--- src/rtl/instr_encoder_if.sv ---
// instr_encoder_if: field-level request stream in, instruction-memory write port
// and program status out. DEPTH sizes the word counter.
interface instr_encoder_if #(
  parameter int DEPTH = 64
);
  localparam int CW = $clog2(DEPTH + 1);

  logic          req_valid;
  logic          req_ready;
  logic [1:0]    req_op;
  logic [3:0]    req_cond;
  logic [3:0]    req_cmd;
  logic          req_imm;
  logic          req_s;
  logic          req_load;
  logic [3:0]    req_rn;
  logic [3:0]    req_rd;
  logic [23:0]   req_imm24;
  logic          seal;
  logic          clear;
  logic          im_we;
  logic [31:0]   im_addr;
  logic [31:0]   im_wdata;
  logic [CW-1:0] word_count;
  logic          done;
  logic          err_illegal;

  // Requester side: issues instructions and control, observes memory writes.
  modport master (
    output req_valid, req_op, req_cond, req_cmd, req_imm, req_s, req_load,
           req_rn, req_rd, req_imm24, seal, clear,
    input  req_ready, im_we, im_addr, im_wdata, word_count, done, err_illegal
  );

  // Encoder side.
  modport slave (
    input  req_valid, req_op, req_cond, req_cmd, req_imm, req_s, req_load,
           req_rn, req_rd, req_imm24, seal, clear,
    output req_ready, im_we, im_addr, im_wdata, word_count, done, err_illegal
  );
endinterface

--- src/rtl/instr_encoder.sv ---
// instr_encoder: packs field-level instruction requests into 32-bit words
// {cond, op, funct, Rn, Rd, src} and streams them into instruction memory.
// A seal command appends a branch-to-self terminator and finishes the program.
// The one-entry output register doubles as the pending flag: pend_r is high
// exactly in the cycle its word is being written (im_we).
module instr_encoder #(
  parameter logic [31:0] BASE_ADDR = 32'h0000_0000,
  parameter int          DEPTH     = 64
) (
  input logic           clk,
  input logic           rst,
  instr_encoder_if.slave bus
);
  localparam int CW = $clog2(DEPTH + 1);
  // Slots usable by requests; the final slot is kept for the terminator.
  localparam logic [CW:0] LAST_SLOT  = (CW + 1)'(DEPTH - 1);
  localparam logic [31:0] TERMINATOR = 32'hEAFF_FFFE;

  typedef enum logic [1:0] {
    ST_RUN  = 2'd0,
    ST_SEAL = 2'd1,
    ST_DONE = 2'd2
  } state_t;

  state_t        state_r;
  state_t        state_nxt_s;
  logic          pend_r;
  logic [31:0]   im_addr_r;
  logic [31:0]   im_wdata_r;
  logic [CW-1:0] word_count_r;
  logic          done_r;
  logic          err_illegal_r;

  logic          ready_s;
  logic          accept_s;
  logic          legal_s;
  logic          illegal_s;
  logic          term_s;
  logic [CW:0]   used_s;
  logic [31:0]   slot_addr_s;

  // Data-processing: {cond, 00, I, cmd, S, Rn, Rd, src2}.
  function automatic logic [31:0] enc_dp(input logic [3:0] cond, input logic imm,
                                         input logic [3:0] cmd, input logic s,
                                         input logic [3:0] rn, input logic [3:0] rd,
                                         input logic [11:0] src);
    return {cond, 2'b00, imm, cmd, s, rn, rd, src};
  endfunction

  // Memory: funct = {~I, P=1, U=1, B=0, W=0, L}; an immediate request means a
  // register-free offset, hence the inverted I bit.
  function automatic logic [31:0] enc_mem(input logic [3:0] cond, input logic imm,
                                          input logic load, input logic [3:0] rn,
                                          input logic [3:0] rd, input logic [11:0] src);
    return {cond, 2'b01, ~imm, 1'b1, 1'b1, 1'b0, 1'b0, load, rn, rd, src};
  endfunction

  // Branch: {cond, 10, 10, imm24}.
  function automatic logic [31:0] enc_br(input logic [3:0] cond, input logic [23:0] imm24);
    return {cond, 2'b10, 2'b10, imm24};
  endfunction

  // Dispatch on op; op=11 never reaches the output register.
  function automatic logic [31:0] enc_word(input logic [1:0] op, input logic [3:0] cond,
                                           input logic [3:0] cmd, input logic imm,
                                           input logic s, input logic load,
                                           input logic [3:0] rn, input logic [3:0] rd,
                                           input logic [23:0] imm24);
    logic [31:0] w;
    case (op)
      2'b00:   w = enc_dp(cond, imm, cmd, s, rn, rd, imm24[11:0]);
      2'b01:   w = enc_mem(cond, imm, load, rn, rd, imm24[11:0]);
      2'b10:   w = enc_br(cond, imm24);
      default: w = 32'h0000_0000;
    endcase
    return w;
  endfunction

  // Slots claimed so far (written plus in flight) and the byte address of the next one.
  always_comb begin
    used_s      = {1'b0, word_count_r} + {{CW{1'b0}}, pend_r};
    slot_addr_s = BASE_ADDR + ({{(31 - CW){1'b0}}, used_s} << 2);
  end

  // State register.
  always_ff @(posedge clk or posedge rst) begin
    if (rst) begin
      state_r <= ST_RUN;
    end else begin
      state_r <= state_nxt_s;
    end
  end

  // Next-state: clear overrides everything; SEAL waits for the in-flight word to drain.
  always_comb begin
    state_nxt_s = state_r;
    if (bus.clear) begin
      state_nxt_s = ST_RUN;
    end else begin
      case (state_r)
        ST_RUN: begin
          if (bus.seal) begin
            state_nxt_s = ST_SEAL;
          end else begin
            state_nxt_s = ST_RUN;
          end
        end
        ST_SEAL: begin
          if (!pend_r) begin
            state_nxt_s = ST_DONE;
          end else begin
            state_nxt_s = ST_SEAL;
          end
        end
        ST_DONE: state_nxt_s = ST_DONE;
        default: state_nxt_s = ST_RUN;
      endcase
    end
  end

  // Handshake and write decisions for this cycle.
  always_comb begin
    ready_s   = 1'b0;
    accept_s  = 1'b0;
    legal_s   = 1'b0;
    illegal_s = 1'b0;
    term_s    = 1'b0;
    ready_s   = !rst && (state_r == ST_RUN) && !bus.seal && !bus.clear && (used_s < LAST_SLOT);
    accept_s  = bus.req_valid && ready_s;
    legal_s   = accept_s && (bus.req_op != 2'b11);
    illegal_s = accept_s && (bus.req_op == 2'b11);
    term_s    = !bus.clear && (state_r == ST_SEAL) && !pend_r;
  end

  // Output register, word counter and sticky status.
  always_ff @(posedge clk or posedge rst) begin
    if (rst) begin
      pend_r        <= 1'b0;
      im_addr_r     <= BASE_ADDR;
      im_wdata_r    <= 32'h0000_0000;
      word_count_r  <= {CW{1'b0}};
      done_r        <= 1'b0;
      err_illegal_r <= 1'b0;
    end else if (bus.clear) begin
      pend_r        <= 1'b0;
      word_count_r  <= {CW{1'b0}};
      done_r        <= 1'b0;
      err_illegal_r <= 1'b0;
    end else begin
      word_count_r  <= word_count_r + {{(CW - 1){1'b0}}, pend_r};
      done_r        <= (state_r == ST_DONE);
      err_illegal_r <= err_illegal_r | illegal_s;
      if (legal_s) begin
        pend_r     <= 1'b1;
        im_addr_r  <= slot_addr_s;
        im_wdata_r <= enc_word(bus.req_op, bus.req_cond, bus.req_cmd, bus.req_imm,
                               bus.req_s, bus.req_load, bus.req_rn, bus.req_rd,
                               bus.req_imm24);
      end else if (term_s) begin
        pend_r     <= 1'b1;
        im_addr_r  <= slot_addr_s;
        im_wdata_r <= TERMINATOR;
      end else begin
        pend_r <= 1'b0;
      end
    end
  end

  assign bus.req_ready   = ready_s;
  assign bus.im_we       = pend_r;
  assign bus.im_addr     = im_addr_r;
  assign bus.im_wdata    = im_wdata_r;
  assign bus.word_count  = word_count_r;
  assign bus.done        = done_r;
  assign bus.err_illegal = err_illegal_r;
endmodule

--- src/flat_wrapper.sv ---
// flat-port wrapper written by rule: the top's interface ports become plain ports
module instr_encoder_flat 
#(
  parameter logic [31:0] BASE_ADDR = 32'h0000_0000,
  parameter int          DEPTH     = 64
)
  (clk, rst, bus_req_valid, bus_req_op, bus_req_cond, bus_req_cmd, bus_req_imm, bus_req_s, bus_req_load, bus_req_rn, bus_req_rd, bus_req_imm24, bus_seal, bus_clear, bus_req_ready, bus_im_we, bus_im_addr, bus_im_wdata, bus_word_count, bus_done, bus_err_illegal);
  instr_encoder_if #(.DEPTH(DEPTH)) bus_i ();
  input logic clk;
  input logic rst;
  input wire logic [$bits(bus_i.req_valid)-1:0] bus_req_valid;
  input wire logic [$bits(bus_i.req_op)-1:0] bus_req_op;
  input wire logic [$bits(bus_i.req_cond)-1:0] bus_req_cond;
  input wire logic [$bits(bus_i.req_cmd)-1:0] bus_req_cmd;
  input wire logic [$bits(bus_i.req_imm)-1:0] bus_req_imm;
  input wire logic [$bits(bus_i.req_s)-1:0] bus_req_s;
  input wire logic [$bits(bus_i.req_load)-1:0] bus_req_load;
  input wire logic [$bits(bus_i.req_rn)-1:0] bus_req_rn;
  input wire logic [$bits(bus_i.req_rd)-1:0] bus_req_rd;
  input wire logic [$bits(bus_i.req_imm24)-1:0] bus_req_imm24;
  input wire logic [$bits(bus_i.seal)-1:0] bus_seal;
  input wire logic [$bits(bus_i.clear)-1:0] bus_clear;
  output wire logic [$bits(bus_i.req_ready)-1:0] bus_req_ready;
  output wire logic [$bits(bus_i.im_we)-1:0] bus_im_we;
  output wire logic [$bits(bus_i.im_addr)-1:0] bus_im_addr;
  output wire logic [$bits(bus_i.im_wdata)-1:0] bus_im_wdata;
  output wire logic [$bits(bus_i.word_count)-1:0] bus_word_count;
  output wire logic [$bits(bus_i.done)-1:0] bus_done;
  output wire logic [$bits(bus_i.err_illegal)-1:0] bus_err_illegal;
  assign bus_i.req_valid = bus_req_valid;
  assign bus_i.req_op = bus_req_op;
  assign bus_i.req_cond = bus_req_cond;
  assign bus_i.req_cmd = bus_req_cmd;
  assign bus_i.req_imm = bus_req_imm;
  assign bus_i.req_s = bus_req_s;
  assign bus_i.req_load = bus_req_load;
  assign bus_i.req_rn = bus_req_rn;
  assign bus_i.req_rd = bus_req_rd;
  assign bus_i.req_imm24 = bus_req_imm24;
  assign bus_i.seal = bus_seal;
  assign bus_i.clear = bus_clear;
  assign bus_req_ready = bus_i.req_ready;
  assign bus_im_we = bus_i.im_we;
  assign bus_im_addr = bus_i.im_addr;
  assign bus_im_wdata = bus_i.im_wdata;
  assign bus_word_count = bus_i.word_count;
  assign bus_done = bus_i.done;
  assign bus_err_illegal = bus_i.err_illegal;
  instr_encoder #(.BASE_ADDR(BASE_ADDR), .DEPTH(DEPTH)) u_core (.clk(clk), .rst(rst), .bus(bus_i));
endmodule
--- config.mk ---
export PLATFORM = sky130hd
export DESIGN_NAME = instr_encoder_flat
export DESIGN_NICKNAME = d
export VERILOG_FILES = /design/src/rtl/instr_encoder_if.sv /design/src/rtl/instr_encoder.sv /design/src/flat_wrapper.sv
export SDC_FILE = /design/constraint.sdc
export NUM_CORES = 1
export LEC_CHECK = 0
export BUFFER_PORTS_ARGS = -buffer_cell sky130_fd_sc_hd__buf_2
export CAP_MARGIN = 20
export CELL_PAD_IN_SITES_DETAIL_PLACEMENT = 1
export CELL_PAD_IN_SITES_GLOBAL_PLACEMENT = 1
export CORE_UTILIZATION = 34
export DETAILED_ROUTE_END_ITERATION = 8
export MAX_ROUTING_LAYER = met4
export PLACE_DENSITY = 0.83
export SLEW_MARGIN = 20
export SYNTH_ARGS = -nofsm -noshare
export SYNTH_HDL_FRONTEND = slang
export SYNTH_SLANG_ARGS = --single-unit
--- constraint.sdc ---
create_clock -name clk -period 2.6 [get_ports clk]
set_input_delay 0.78 -clock clk [delete_from_list [all_inputs] [get_ports clk]]
set_output_delay 0.78 -clock clk [all_outputs]
set_load 0.01 [all_outputs]
==> run metrics <==
fin nets 383; hold bufs inserted after CTS 0; core box area 7210 µm²; die area 7810 µm²; r2r endpoint u_core.bus.im_wdata[25]; Via density 4.59; switching share of power 28.2%; Clk pin slew, worst setup/hold paths 0.09 ns; final hold vios 0; Netlist cell types 41; P_sw 0.000499 W; Placement Cell Area 3070 µm²; max_slew headroom 65.2%; worst r2r src u_core.bus.im_we; sequential power share 53.9%; Routed Antenna Nets 0; crit-path max cell delay 0.33 ns; first-pass GRT wire length 9760 µm; Worst Clk Skew 0.00530 ns; Mapped Area 2540 µm²; sequential area share after synthesis 51.3%; WHS Path Cells 1; Rows 31; Pre-Repair DR Iteration Count 4; WL final 6100 µm; HP Class reg2reg; reg2reg setup slack 0.46 ns; FMAX 396 MHz; Clock Power Share 24.4%; min Tclk post-route 2.52 ns; TNS Setup 0 ns; Initial Util 35.2%; worst-path maximum fanout 3; static leakage 1.53 nW; internal power 0.00127 W; crit path launch type primary input; Final Instance Area 3180 µm²; Die Y 88.4 µm; worst skew pair latency 0.29 ns; die width 88.4 µm; Mean Syn Cell Area 11.2 µm²; Remaining Overflow, GRT 0; Num CTS Buffers 5; IO buf count 100; Hold EP u_core.bus.im_addr[2]; DRC 0; Pwr per Cell Area 556 nW/µm²; number of global-route vias before repair 1977; CTS H-tree depth 2; synthesized instance count 227; Critical Path Most Common Cell buf_2; crit share post-route 97.0%; CTS max path bufs 2; routed length per instance 14.2 µm; RSZ-0062 raised after global routing false; Post-DP HPWL 4630 µm; Worst Tran Pin Value 0.521 ns; Max-cap violations 0; Seq cells post-synth 52; # IOs 125; # clock sinks 52; Setup violations, final 0; CP arrival 1.74 ns; status finished clean; Required @ worst endpoint 1.82 ns; initial antenna violation count 0; Worst path slowest cell or2_2; initial DRC count 83; pin count of the biggest net entering global routing 31; area delta synth->final 25.3%; Worst Reg2Reg Path Length in Cells 7; share of cells above drive strength 1 39.6%; CTS tree yes; Peak VDD IR 0.215 mV; RePlAce Congestion 0.775; # diodes 0; Ys Warns 0; Tot GR Track Use 16.7%; Crit Path Class in2out; nature of the critical path endpoint output port; crit-path cells buf_2 > or2_2 > nor4_4 > o21ai_2 > a31oi_1 > buf_2; Logic pwr share 21.7%; Via Count 1974; Hold Path Origin u_core.bus.im_addr[2]; Root Buffer Master clkbuf_8; Slew Limit Fails 0
[sequential cells by signal, indices dropped and copies added (netlist names)]
register	cells
u_core.bus.word_count	7
u_core.bus.done	1
u_core.state_r	2
u_core.bus.im_we	1
u_core.bus.im_wdata	32
u_core.bus.err_illegal	1
u_core.bus.im_addr	8
[logic make-up (layout without fill, tap and decap cells)]
| kind of cell | Yosys count | in the layout | synth area share [%] |
|---|---|---|---|
| simple gates | 45 | 45 | 9.71 |
| other cells | 1 | 24 | 0.148 |
| xor+xnor | 8 | 8 | 2.76 |
| flops | 52 | 52 | 51.3 |
| mux | 12 | 12 | 5.03 |
| buf+inv | 56 | 137 | 14.3 |
| compound gates | 51 | 51 | 15.8 |
| fa+ha+maj | 2 | 2 | 0.986 |
[cells in the mapped netlist]
library cell	count	share of area, %
dfrtp_1	52	51
a31o_2	1	0.35
mux2_2	1	0.44
o22ai_1	4	0.99
and3_4	1	0.44
buf_2	2	0.39
buf_6	3	1.3
nor2_1	9	1.3
nand4_1	1	0.25
and3_2	1	0.30
clkbuf_8	3	1.6
and4b_1	1	0.39
and3_1	1	0.25
ha_1	2	0.99
nand2_1	15	2.2
or2_1	1	0.25
nand3b_1	1	0.30
o21ai_2	1	0.35
inv_1	20	3.0
a21oi_1	1	0.20
nor4_4	1	0.84
buf_4	26	7.7
o21ai_4	1	0.64
o22a_2	1	0.39
xnor2_1	4	1.4
o21ai_0	11	2.2
a311o_1	1	0.39
mux2i_1	6	2.4
nand2b_1	2	0.49
nand3_1	3	0.59
o32a_1	1	0.39
or3b_2	1	0.35
nor2b_1	6	1.5
o32ai_1	2	0.69
clkbuf_1	2	0.30
o22a_1	26	9.0
mux2_1	5	2.2
xor2_1	4	1.4
or2_2	1	0.25
conb_1	1	0.15
a31oi_1	1	0.25
[placed cells by master, fill, tap and decap left out, types with 2 or more instances in the layout]
cell        n
clkbuf_8    5
conb_1     24
nand2b_1    2
buf_4       7
nand3_1     3
o21ai_0    11
mux2_1      5
o32ai_1     2
buf_2     100
o22ai_1     3
xnor2_1     3
xor2_1      4
nand2_1    15
nor2b_1     6
mux2i_1     6
o22a_1     26
nor2_1      9
inv_1      19
buf_12      3
dfrtp_1    52
[through the flow]
step	hold slack, ns	setup WS (ns)	power [W]	std cells	utilization (%)
after floorplan	0.482	0.211	0.00120	250	-
after global placement	0.466	0.0668	0.00134	422	42.5
after detailed placement	0.469	0.0685	0.00136	422	42.5
after CTS	0.495	0.00249	0.00180	429	43.7
after global routing	0.515	0.00575	0.00188	430	44.1
final	0.491	0.0776	0.00177	430	44.1
[critical path, delay by kind of cell]
kind	cells	cell delay, ns
simple gates	2	0.48
compound gates	2	0.23
buf+inv	2	0.25
[metal layers]
layer | track usage, % | share of wire [%]
met5 | - | 0
met4 | 4.84 | 1.1
met3 | 2.89 | 5.5
met2 | 26.4 | 49
met1 | 22.0 | 45
[worst max-delay path by stage]
stage,startpoint,end,slack (ns),depth (start not counted)
2_1_floorplan,bus_clear,bus_req_ready,0.21,4
3_3_place_gp,bus_clear,bus_req_ready,0.07,6
3_5_place_dp,bus_clear,bus_req_ready,0.07,6
4_1_cts,u_core.bus.im_we,bus_req_ready,0.002,5
5_1_grt,u_core.bus.im_we,bus_req_ready,0.006,6
6_report,bus_clear,bus_req_ready,0.08,6
[layout make-up]
class,count,area [µm²]
multi-input cells,142,988
repair buffers,110,613
fillers,862,4040
flip-flops and latches,52,1300
inverters,20,75.1
well taps,99,124
clock inverters,1,5.00
clock buffers,6,72.6
[power by group through the flow]
stage / registers [W] / logic [W] / clock network, W
after floorplan: 0.00101 / 0.000192 / 0
after global placement: 0.000962 / 0.000377 / 0
after detailed placement: 0.000968 / 0.000388 / 0
after CTS: 0.000953 / 0.000389 / 0.000455
after global routing: 0.000966 / 0.000427 / 0.000485
final: 0.000953 / 0.000383 / 0.000431
[repair_timing]
action	in CTS	in global routing
buffers inserted	0	1
endpoints found under the setup margin	1	1
gates resized for setup	2	3
Note: power is estimated with default switching activity, not from simulation.
